<file path="config.mk">
export PLATFORM = sky130hd
export DESIGN_NAME = uart_rx_fifo
export DESIGN_NICKNAME = d
export VERILOG_FILES = /design/src/rtl/uart_rx_fifo.sv
export SDC_FILE = /design/constraint.sdc
export NUM_CORES = 1
export LEC_CHECK = 0
export BUFFER_PORTS_ARGS = -buffer_cell sky130_fd_sc_hd__buf_2
export CORE_UTILIZATION = 45
export DETAILED_ROUTE_END_ITERATION = 8
export MAX_ROUTING_LAYER = met4
export PLACE_DENSITY = 0.58
export SLEW_MARGIN = 0
export SYNTH_ARGS = -nofsm -noshare
export SYNTH_HDL_FRONTEND = slang
export SYNTH_SLANG_ARGS = --single-unit
</file>
<file path="constraint.sdc">
create_clock -name clk -period 2.91 [get_ports clk]
set_input_delay 0.291 -clock clk [delete_from_list [all_inputs] [get_ports clk]]
set_output_delay 0.291 -clock clk [all_outputs]
set_load 0.03 [all_outputs]
</file>
<file path="src/rtl/uart_rx_fifo.sv">
// UART receiver: 2-flop synchronizer, mid-bit sampling FSM, and a
// first-word-fall-through FIFO with sticky overflow.
module uart_rx_fifo #(
  parameter int CLK_FREQ     = 25000000,
  parameter int BIT_RATE     = 115200,
  parameter int PAYLOAD_BITS = 8,
  parameter int BUFFER_SIZE  = 8
) (
  input  logic                          clk,
  input  logic                          reset,
  input  logic                          rx,
  input  logic                          read,
  output logic [PAYLOAD_BITS-1:0]       data_out,
  output logic                          rx_empty,
  output logic                          rx_full,
  output logic [$clog2(BUFFER_SIZE):0]  count,
  output logic                          frame_error,
  output logic                          overflow
);

  localparam int CYCLES_PER_BIT = CLK_FREQ / BIT_RATE;
  localparam int HALF           = CYCLES_PER_BIT / 2;
  localparam int CW             = $clog2(CYCLES_PER_BIT + 1);
  localparam int BW             = $clog2(PAYLOAD_BITS + 1);
  localparam int AW             = $clog2(BUFFER_SIZE);

  localparam logic [CW-1:0] BIT_LAST  = CW'(CYCLES_PER_BIT - 1);
  localparam logic [CW-1:0] HALF_LAST = CW'(HALF - 1);
  localparam logic [BW-1:0] IDX_LAST  = BW'(PAYLOAD_BITS - 1);

  typedef enum logic [1:0] {IDLE, START, DATA, STOP} state_t;

  state_t                  state, state_n;
  logic [CW-1:0]           cnt, cnt_n;
  logic [BW-1:0]           bit_idx, bit_idx_n;
  logic [PAYLOAD_BITS-1:0] shreg, shreg_n;
  logic                    rx_meta, rx_sync;
  logic                    push;

  logic [PAYLOAD_BITS-1:0] mem [BUFFER_SIZE];
  logic [AW-1:0]           wptr, rptr;
  logic                    do_read, do_push;

  // Synchronizer resets to idle-high so reset never looks like a start bit
  always_ff @(posedge clk) begin
    if (reset) begin
      rx_meta <= 1'b1;
      rx_sync <= 1'b1;
    end else begin
      rx_meta <= rx;
      rx_sync <= rx_meta;
    end
  end

  always_ff @(posedge clk) begin
    if (reset) begin
      state   <= IDLE;
      cnt     <= '0;
      bit_idx <= '0;
      shreg   <= '0;
    end else begin
      state   <= state_n;
      cnt     <= cnt_n;
      bit_idx <= bit_idx_n;
      shreg   <= shreg_n;
    end
  end

  always_comb begin
    state_n     = state;
    cnt_n       = cnt + 1'b1;
    bit_idx_n   = bit_idx;
    shreg_n     = shreg;
    push        = 1'b0;
    frame_error = 1'b0;
    case (state)
      IDLE: begin
        cnt_n = '0;
        if (!rx_sync) state_n = START;
      end
      // Re-check the line at mid start bit to reject short glitches
      START: begin
        if (cnt == HALF_LAST) begin
          cnt_n   = '0;
          state_n = rx_sync ? IDLE : DATA;
        end
      end
      DATA: begin
        if (cnt == BIT_LAST) begin
          cnt_n   = '0;
          shreg_n = {rx_sync, shreg[PAYLOAD_BITS-1:1]};
          if (bit_idx == IDX_LAST) begin
            bit_idx_n = '0;
            state_n   = STOP;
          end else begin
            bit_idx_n = bit_idx + 1'b1;
          end
        end
      end
      STOP: begin
        if (cnt == BIT_LAST) begin
          cnt_n   = '0;
          state_n = IDLE;
          if (rx_sync) push = 1'b1;
          else         frame_error = 1'b1;
        end
      end
      default: state_n = IDLE;
    endcase
  end

  // A read frees a slot in the same cycle, so a full FIFO can still accept a push
  assign do_read  = read & ~rx_empty;
  assign do_push  = push & (~rx_full | do_read);
  assign rx_empty = (count == '0);
  assign rx_full  = (count == (AW+1)'(BUFFER_SIZE));
  assign data_out = mem[rptr];

  always_ff @(posedge clk) begin
    if (do_push) mem[wptr] <= shreg;
  end

  always_ff @(posedge clk) begin
    if (reset) begin
      wptr     <= '0;
      rptr     <= '0;
      count    <= '0;
      overflow <= 1'b0;
    end else begin
      if (do_push) wptr <= wptr + 1'b1;
      if (do_read) rptr <= rptr + 1'b1;
      case ({do_push, do_read})
        2'b10:   count <= count + 1'b1;
        2'b01:   count <= count - 1'b1;
        default: count <= count;
      endcase
      if (push && !do_push) overflow <= 1'b1;
    end
  end

endmodule

</file>
Word level (Yosys, flattened, before mapping):

Memory sizes are Yosys's and may differ from the RTL's. A register that Yosys moved wholly into a read port is not among the register bits.
Index checks and enable logic that the tools add are counted.

* flip-flop bits (word level): 35
* bits in writable memories: 64
* memories: 1

Memory list
* mem: depth 8, width 8, rd ports 1, clocked after memory_dff 1, wr ports 1, RTL line 40 `logic [PAYLOAD_BITS-1:0] mem [BUFFER_SIZE];`

* add/sub/neg operators: 6
* eq/ne operators: 14
* muxes and demuxes: 22
* bitwise operators: 5
* reductions and logical operators: 8

Operator list (number)
* case mux 8 bit (3 select lines): 1
* two-way mux 8 bit: 2
* two-way mux 2 bit: 6
* inequality test 2 bit, second input constant: 5
* adder 4 x 1 -> 4 bit, second input constant: 2
* adder 8 x 1 -> 8 bit, second input constant: 1
* == test 8 x 7 -> 1 bit, second input constant: 1
* == test 8 bit, second input constant: 1
* two-way mux 1 bit: 8
* case mux 2 bit (4 select lines): 1
* case mux 4 bit (2 select lines): 1
* adder 3 x 1 -> 3 bit, second input constant: 2
* == test 2 bit, second input constant: 3
* two-way mux 3 bit: 2
* AND reduction 5 bit: 1
* == test 2 x 1 -> 1 bit, second input constant: 2
* == test 4 x 3 -> 1 bit, second input constant: 1
* == test 4 bit, second input constant: 1
* zero test 4 bit: 1
* two-way mux 4 bit: 1
* subtractor 4 x 1 -> 4 bit, second input constant: 1
* bitwise AND 1 bit: 2
* zero test 2 bit: 1
* inverter 1 bit: 2
* 6 further kinds: 6

Longest topological paths before layout:

Gate-level depths: netlist (run 1).

* word-level depth: 7
* depth in mapped cells: 11
* gate-level depth less buffers: 11

Worst setup path before layout (run 1):

OpenSTA, ideal clock, no wires.

* path kind: register -> register
* start: register cnt[0]
* end: memory mem[0][0], enable pin
* data arrival time: 2.025 ns
* required time: 2.515 ns
* setup slack: 0.490 ns
* cell stages (with the launch flop): 7
* path buffers: 0
* period minus slack after synthesis: 2.420 ns
* cell sequence: dfxtp_1 -> inv_1 -> ha_1 -> nand4b_4 -> nor3_4 -> nand2_1 -> nor4_1

* word-level cells in the longest chain between the ends: 6

Ends and longest elaborated chain
* from (decl): RTL line 34 `logic [CW-1:0] cnt, cnt_n;`
* from (signal assigned): RTL line 63 `cnt <= cnt_n;`
* == test 8 bit: RTL line 101 `if (cnt == BIT_LAST) begin`
* two-way mux 1 bit: RTL line 101
* two-way mux 1 bit: RTL line 76 `case (state)`
* bitwise AND 1 bit: RTL line 114 `assign do_push = push & (~rx_full | do_read);`
* two-way mux 1 bit: RTL line 120 `if (do_push) mem[wptr] <= shreg;`
* two-way mux 1 bit (implied by the code): RTL line 120
* to (decl): RTL line 40

Every way passes these cells.

Worst setup path after layout (run 1):

* start: register cnt[0]
* end: register count[3]

* word-level cells in the longest chain between the ends: 6

Ends and longest elaborated chain
* == test 8 bit (*): RTL line 101
* two-way mux 1 bit (*): RTL line 101
* two-way mux 1 bit (*): RTL line 76
* bitwise AND 1 bit (*): RTL line 114
* == test 2 x 1 -> 1 bit / == test 2 bit (equally long branches): RTL line 132 `case ({do_push, do_read})`
* case mux 4 bit (2 select lines) / nonzero test 2 bit (equally long branches)
* to (signal assigned): RTL line 133 `2'b10: count <= count + 1'b1;`
* to (signal assigned): RTL line 134 `2'b01: count <= count - 1'b1;`
* to (signal assigned): RTL line 135 `default: count <= count;`
* to (decl): RTL line 16 `output logic [$clog2(BUFFER_SIZE):0] count,`

Mark *: on every way between the ends. The rest lies on a longest branch, timed or not.
A chain may end at the register's enable or synchronous reset.

==> results.sh, run 1 <==
export IMPL_run_status="finished clean"
export IMPL_clockBufferDepth=2
export IMPL_layout_area_overhead_vs_synth_pct=12.1
export IMPL_skew_ns=0.00797
export IMPL_summed_instance_area_of_the_synthesized_netlist_sq_um=4250
export IMPL_count_of_input_and_output_buffers=19
export IMPL_cts_hold_buffers=0
export IMPL_power_density_nw_per_um2=588
export IMPL_finalSetupViolations=0
export IMPL_path_cells="inv_1, ha_1, nand4b_4, or3_4, nand2_1, inv_1, ha_1, a21o_1, a21o_1, o311ai_0, nand4_1"
export IMPL_cts_root_buf="sky130_fd_sc_hd__clkbuf_8"
export IMPL_synth_warnings=0
export IMPL_met3RoutedLength_um=141
export IMPL_post_synthesis_area_per_instance_sq_um=14.4
export IMPL_postSynthNetCount=308
export IMPL_route_met2_wl_um=3590
export IMPL_num_vias=2356
export IMPL_cts_resized=0
export IMPL_die_width_um=99.2
export IMPL_grt_first_pass_wirelength_um=11800
export IMPL_num_clock_sinks=102
export IMPL_edff_count_synth=64
export IMPL_maxSlewHeadroom=0.573
export IMPL_dp_final_hpwl_um=4610
export IMPL_finalSetupTns_ns=0
export IMPL_power_switching_uw=610
export IMPL_hold_slack_ns=0.115
export IMPL_largest_family_of_logic_cells_by_synthesized_area="multiplexers"
export IMPL_die_area_sq_um=9840
export IMPL_core_area_sq_um=9200
export IMPL_r2r_start="cnt[0]$_SDFF_PP0_"
export IMPL_synthesis_instances=296
export IMPL_instances_no_fill=441
export IMPL_diodes=0
export IMPL_slowest_stage="sky130_fd_sc_hd__or3_4"
export IMPL_async_flop_share=0
export IMPL_initial_antenna_violation_count=0
export IMPL_h_tree_depth=3
export IMPL_total_leakage_power_uw=0.00166
export IMPL_wl_per_cell_um=16.2
export IMPL_worst_pin_slew_ns=0.640
export IMPL_highest_layer="met4"
export IMPL_synthMuxAreaShare=0.148
export IMPL_finalHoldViolations=0
export IMPL_swShare=0.218
export IMPL_worst_r2r_setup_slack_ns=0.48
export IMPL_timing_max_transition_violations_final=0
export IMPL_grt_setup_unrepaired="false"
export IMPL_ys_seq_elements=102
export IMPL_viasPerCell=5.34
export IMPL_route_detailed_drc=0
export IMPL_critical_path_arrival_ns=2.65
export IMPL_multi_input_area_sq_um=1490
export IMPL_post_synth_xor_area_fraction=0.0185
export IMPL_final_min_clock_period_ns=2.43
export IMPL_netlist_cell_type_count=45
export IMPL_biggest_fanout_along_the_worst_timing_path=7
export IMPL_die_y_um=99.2
export IMPL_critical_path_max_stage_delay_ns=0.44
export IMPL_cap_violations=0
export IMPL_critical_path_required_ns=3.13
export IMPL_fin_util=0.519
export IMPL_drt_first_pass_iters=4
export IMPL_start_kind="register"
export IMPL_worst_ir_drop_vdd_mv=0.315
export IMPL_drt_met1_wl_um=3300
export IMPL_initial_core_util=0.462
export IMPL_synth_adder_area_share=0.0253
export IMPL_synth_compound_area_frac=0.0356
export IMPL_grt_total_usage=0.167
export IMPL_period_share=0.835
export IMPL_placedCellCount=425
export IMPL_comb_power_share=0.073
export IMPL_layout_area_seq_sq_um=2680
export IMPL_post_cts_setup_buffers=0
export IMPL_cts_tree="done"
export IMPL_synth_top_flop_cell="sky130_fd_sc_hd__edfxtp_1"
export IMPL_maxClockFrequency_mhz=411
export IMPL_place_congestion=0.744
export IMPL_drive_above_1_share=0.258
export IMPL_post_synth_and_or_nand_nor_area_fraction=0.121
export IMPL_setup_worst_path_end_class="register"
export IMPL_setup_worst_path_class="register to register"
export IMPL_power_frac_clock=0.377
export IMPL_dpl_instance_area_sq_um=4520
export IMPL_worst_setup_hold_path_clk_slew_ns=0.10
export IMPL_hold_class="input port to register"
export IMPL_numCtsBuffers=9
export IMPL_postRouteAntennaNets=0
export IMPL_seq_area_frac_synth=0.631
export IMPL_initialDrtViolationCount=77
export IMPL_grt_ovfl_total=0
export IMPL_clock_insertion_delay_worst_skew_ns=0.35
export IMPL_critical_path_startpoint="cnt[0]$_SDFF_PP0_"
export IMPL_ioPinCount=20
export IMPL_final_cell_area_sq_um=4770
export IMPL_nFillCells=785
export IMPL_placement_rows=35
export IMPL_power_sequential_fraction=0.550
export IMPL_total_routed_wirelength_um=7170
export IMPL_via_count_of_the_first_global_routing_pass=2337
export IMPL_pin_count_of_the_biggest_net_entering_global_routing=37
export IMPL_hold_path_startpoint="rx"
export IMPL_finalNetCount=337
export IMPL_p_int_uw=2190
-- flip-flops by register name, indices dropped and copies added, names as in the netlist, named ones only --
| register | flops |
|---|---|
| rptr | 3 |
| overflow | 1 |
| cnt | 8 |
| wptr | 3 |
| shreg | 8 |
| mem | 64 |
| count | 4 |
| rx_sync | 1 |
| bit_idx | 4 |
| state | 1 |
| rx_meta | 1 |
-- metal layers --
layer | track usage | up-vias
met5 | - | -
met4 | 0.0679 | 0
met3 | 0.0302 | 12
met2 | 0.276 | 22
met1 | 0.205 | 1163
li1 | - | 1159
-- synthesized netlist by cell type, drive strengths merged (3+ instances only) --
master | count | area share
mux4 | 16 | 0.085
inv | 9 | 0.0079
nand3 | 7 | 0.0094
o21ai | 5 | 0.0059
nor2 | 37 | 0.033
xor2 | 4 | 0.0082
nor3 | 10 | 0.014
a21oi | 6 | 0.0071
nand3b | 3 | 0.0082
clkbuf | 6 | 0.0053
mux2 | 13 | 0.034
nor4 | 4 | 0.0094
or3 | 3 | 0.0056
nand4 | 4 | 0.0059
nor2b | 5 | 0.0074
buf | 6 | 0.0071
edfxtp | 64 | 0.45
dfxtp | 38 | 0.18
xnor2 | 5 | 0.010
nand2 | 9 | 0.0079
a21o | 3 | 0.0053
or2 | 3 | 0.0044
ha | 7 | 0.021
nand2b | 3 | 0.0044
mux2i | 12 | 0.029
-- cell families after synthesis --
logic type | count (synthesis)
compound gates | 23
fa+ha+maj | 8
xor+xnor | 9
mux | 41
buf+inv | 21
flops | 102
simple gates | 92
-- critical path, delay by kind of cell, from the launching register on --
kind                     cells  cell delay [ns]
AND/OR/NAND/NOR              4             0.87
flip-flops                   1             0.35
adder cells (fa/ha/maj)      2             0.46
AO/OA/AOI/OAI                3             0.47
buffers and inverters        2             0.14
-- layout by cell type, fill, tap and decap left out, drive strengths merged, types with 4 or more instances in the layout --
cell type and count:
edfxtp 64, dfxtp 38, nor2 37, buf 30
mux4 16, mux2 13, mux2i 12, inv 10
nor3 10, nand2 9, clkbuf 9, ha 7
nand3 7, a21oi 6, o21ai 5, nor2b 5
xnor2 5, xor2 4, nand4 4, nor4 4
-- stage by stage --
step / total power [uW] / setup slack (ns)
after floorplan: 1740 / 0.490
after global placement: 1780 / 0.563
after detailed placement: 1780 / 0.499
after CTS: 2840 / 0.474
after global routing: 2910 / 0.274
final: 2800 / 0.479
-- area by class of cell --
type,count,share of cell area
clock buffer,9,0.0260
inverter,9,0.00708
sequential,102,0.563
timing repair buffer,30,0.0373
tap,111,0.0291
multi-input combinational,173,0.313
clock inverter,7,0.0255
-- worst paths after layout --
check / endpoint / depth (start not counted)
hold reg to reg: rx_sync$_SDFF_PP1_ / 1
setup / recovery: count[3]$_SDFFE_PP0P_ / 11
setup reg to reg: count[3]$_SDFFE_PP0P_ / 11
hold / removal: rx_meta$_SDFF_PP1_ / 2
-- power groups by stage --
stage                     clock network, uW  registers [uW]  logic (uW)
after global placement                    0            1570         210
after global routing                   1140            1540         227
final                                  1060            1540         206
after detailed placement                  0            1570         210
after CTS                              1090            1540         211
after floorplan                           0            1580         167
Note: power is estimated with default switching activity, not from simulation.
==> run 2, diff against run 1 <==
--- a/config.mk
+++ b/config.mk
@@ -9,7 +9,7 @@
 export CORE_UTILIZATION = 45
 export DETAILED_ROUTE_END_ITERATION = 8
 export MAX_ROUTING_LAYER = met4
-export PLACE_DENSITY = 0.58
+export PLACE_DENSITY = 0.61
 export SLEW_MARGIN = 0
 export SYNTH_ARGS = -nofsm -noshare
 export SYNTH_HDL_FRONTEND = slang
==> constraint.sdc (replaced) <==
create_clock -name clk -period 2 [get_ports clk]
set_input_delay 0.2 -clock clk [delete_from_list [all_inputs] [get_ports clk]]
set_output_delay 0.2 -clock clk [all_outputs]
set_load 0.03 [all_outputs]
==> run 2 against run 1 <==
The run now ends with negative setup slack left; via count increased by 5.3%; clock-buffer cell count increased by 1; cell count increased by 5.7%; highest routed layer unchanged.
==> results.sh, run 2 (synthesis results as in run 1) <==
export IMPL_clockBufferDepth=2
export IMPL_finalSetupViolations=9
export IMPL_swShare=0.237
export IMPL_finalNetCount=362
export IMPL_critical_path_arrival_ns=1.86
export IMPL_viasPerCell=5.32
export IMPL_grt_total_usage=0.172
export IMPL_timing_max_transition_violations_final=0
export IMPL_hold_slack_ns=0.0265
export IMPL_cap_violations=0
export IMPL_cts_root_buf="sky130_fd_sc_hd__clkbuf_8"
export IMPL_pin_count_of_the_biggest_net_entering_global_routing=37
export IMPL_drive_above_1_share=0.366
export IMPL_timing_rr_end="count[3]$_SDFFE_PP0P_"
export IMPL_period_share=1.03
export IMPL_destination_of_the_worst_hold_path="rx_meta$_SDFF_PP1_"
export IMPL_grt_ovfl_total=0
export IMPL_critical_path_required_ns=1.80
export IMPL_maxClockFrequency_mhz=485
export IMPL_skew_ns=0.00913
export IMPL_initial_antenna_violation_count=0
export IMPL_dp_final_hpwl_um=5120
export IMPL_route_detailed_drc=0
export IMPL_power_frac_clock=0.299
export IMPL_power_switching_uw=896
export IMPL_postRouteAntennaNets=0
export IMPL_finalSetupTns_ns=-0.321
export IMPL_registers_top_by_ff_count="mem"
export IMPL_biggest_registers_after_layout="mem: 64 flops, cnt: 8 flops, shreg: 8 flops"
export IMPL_run_status="finished, violations left"
export IMPL_via_count_of_the_first_global_routing_pass=2440
export IMPL_count_of_input_and_output_buffers=19
export IMPL_initial_core_util=0.462
export IMPL_largest_reg_flops=64
export IMPL_failed_checks="negative setup slack"
export IMPL_clock_insertion_delay_worst_skew_ns=0.35
export IMPL_min_path_cells=2
export IMPL_numCtsBuffers=9
export IMPL_layout_area_overhead_vs_synth_pct=20.9
export IMPL_worst_pin_slew_ns=0.646
export IMPL_nFillCells=779
export IMPL_instances_no_fill=466
export IMPL_start_kind="register"
export IMPL_diodes=0
export IMPL_maxSlewHeadroom=0.569
export IMPL_wl_per_cell_um=16.4
export IMPL_r2r_start="cnt[1]$_SDFF_PP0_"
export IMPL_final_common_cell="sky130_fd_sc_hd__edfxtp_1"
export IMPL_total_leakage_power_uw=0.00181
export IMPL_cts_tree="done"
export IMPL_num_clock_sinks=102
export IMPL_total_routed_wirelength_um=7650
export IMPL_initialDrtViolationCount=114
export IMPL_worst_ir_drop_vdd_mv=0.394
export IMPL_setup_worst_path_class="register to output pin"
export IMPL_finalHoldViolations=0
export IMPL_num_vias=2481
export IMPL_reg2reg_depth=11
export IMPL_placement_rows=35
export IMPL_power_density_nw_per_um2=734
export IMPL_die_width_um=99.2
export IMPL_most_common_layout_cells="64 x sky130_fd_sc_hd__edfxtp_1, 37 x sky130_fd_sc_hd__nor2_1, 34 x sky130_fd_sc_hd__dfxtp_1"
export IMPL_place_congestion=0.761
export IMPL_placedCellCount=449
export IMPL_core_area_sq_um=9200
export IMPL_die_y_um=99.2
export IMPL_hold_path_startpoint="rx"
export IMPL_setup_worst_path_end_class="output pin"
export IMPL_final_min_clock_period_ns=2.06
export IMPL_post_cts_setup_buffers=0
export IMPL_biggest_fanout_along_the_worst_timing_path=8
export IMPL_worst_setup_hold_path_clk_slew_ns=0.09
export IMPL_hold_class="input port to register"
export IMPL_grt_first_pass_wirelength_um=12300
export IMPL_post_route_worst_setup_slack_ns=-0.0631
export IMPL_h_tree_depth=3
export IMPL_p_int_uw=2880
export IMPL_power_sequential_fraction=0.595
export IMPL_worst_r2r_setup_slack_ns=-0.04
export IMPL_ioPinCount=20
export IMPL_drt_first_pass_iters=4
export IMPL_comb_power_share=0.106
export IMPL_die_area_sq_um=9840
export IMPL_grt_setup_unrepaired="true"
## run 2: cell types whose count changed in the layout (fill, tap and decap cells not counted), moves of 4 or more
cell	previous run	this run
sky130_fd_sc_hd__buf_4	11	32
sky130_fd_sc_hd__buf_6	0	9
sky130_fd_sc_hd__mux2_4	0	4
sky130_fd_sc_hd__nor3_1	9	5
sky130_fd_sc_hd__buf_2	19	10
sky130_fd_sc_hd__dfxtp_1	38	34
## run 2: routing by layer
metal,up-vias,part of all wire,global-route usage
met4,0,0.010,0.0509
li1,1211,-,-
met1,1231,0.44,0.209
met2,31,0.53,0.292
met5,-,0,-
met3,8,0.027,0.0358
## run 2: power groups by stage
stage | Combinational, uW | Sequential [uW] | Clock [uW]
finish | 401 | 2240 | 1130
global route | 431 | 2250 | 1240
CTS | 394 | 2250 | 1160
detailed placement | 344 | 2290 | 0
global placement | 338 | 2290 | 0
floorplan | 246 | 2290 | 0
## run 2: worst max path at each step
stage,from,to,slack (ns),cells past startpoint
after floorplan,cnt[1]$_SDFF_PP0_,count[3]$_SDFFE_PP0P_,-0.07,11
after global placement,cnt[1]$_SDFF_PP0_,count[2]$_SDFFE_PP0P_,0.03,10
after detailed placement,cnt[1]$_SDFF_PP0_,count[2]$_SDFFE_PP0P_,-0.04,10
after CTS,register,data_out[6],-0.08,4
after global routing,register,data_out[6],-0.11,4
final,register,data_out[6],-0.06,4
## run 2: through the flow
| stage | setup slack [ns] | total power, uW | utilization | area [sq um] |
|---|---|---|---|---|
| after floorplan | -0.0663 | 2540 | - | 4330 |
| after global placement | 0.0258 | 2620 | 0.523 | 4810 |
| after detailed placement | -0.0415 | 2630 | 0.523 | 4810 |
| after CTS | -0.0843 | 3800 | 0.555 | 5100 |
| after global routing | -0.114 | 3920 | 0.559 | 5140 |
| final | -0.0631 | 3770 | 0.559 | 5140 |
## run 2: cell type report
class	instances	area, sq um	share of cell area
Clock buffer	10	128	0.0248
Tap cell	111	139	0.0270
Sequential cell	102	2690	0.523
Multi-Input combinational cell	173	1630	0.317
Timing Repair Buffer	55	479	0.0932
Clock inverter	6	37.5	0.00730
Inverter	9	36.3	0.00706
## run 2: timing repair
item                                    4_1_cts  5_1_grt
hold buffers                                  0        0
endpoints found under the setup margin       11       61
endpoints found under the hold margin         0        0
gates cloned                                  1        0
resized for setup                            27        9
pin swaps                                     2        2
## run 2: worst max-delay path, stage by stage (launching register included)
cell and delay, ns:
sky130_fd_sc_hd__dfxtp_4 0.41, sky130_fd_sc_hd__buf_12 0.15, sky130_fd_sc_hd__mux4_2 0.51, sky130_fd_sc_hd__mux2_4 0.30
sky130_fd_sc_hd__buf_6 0.14
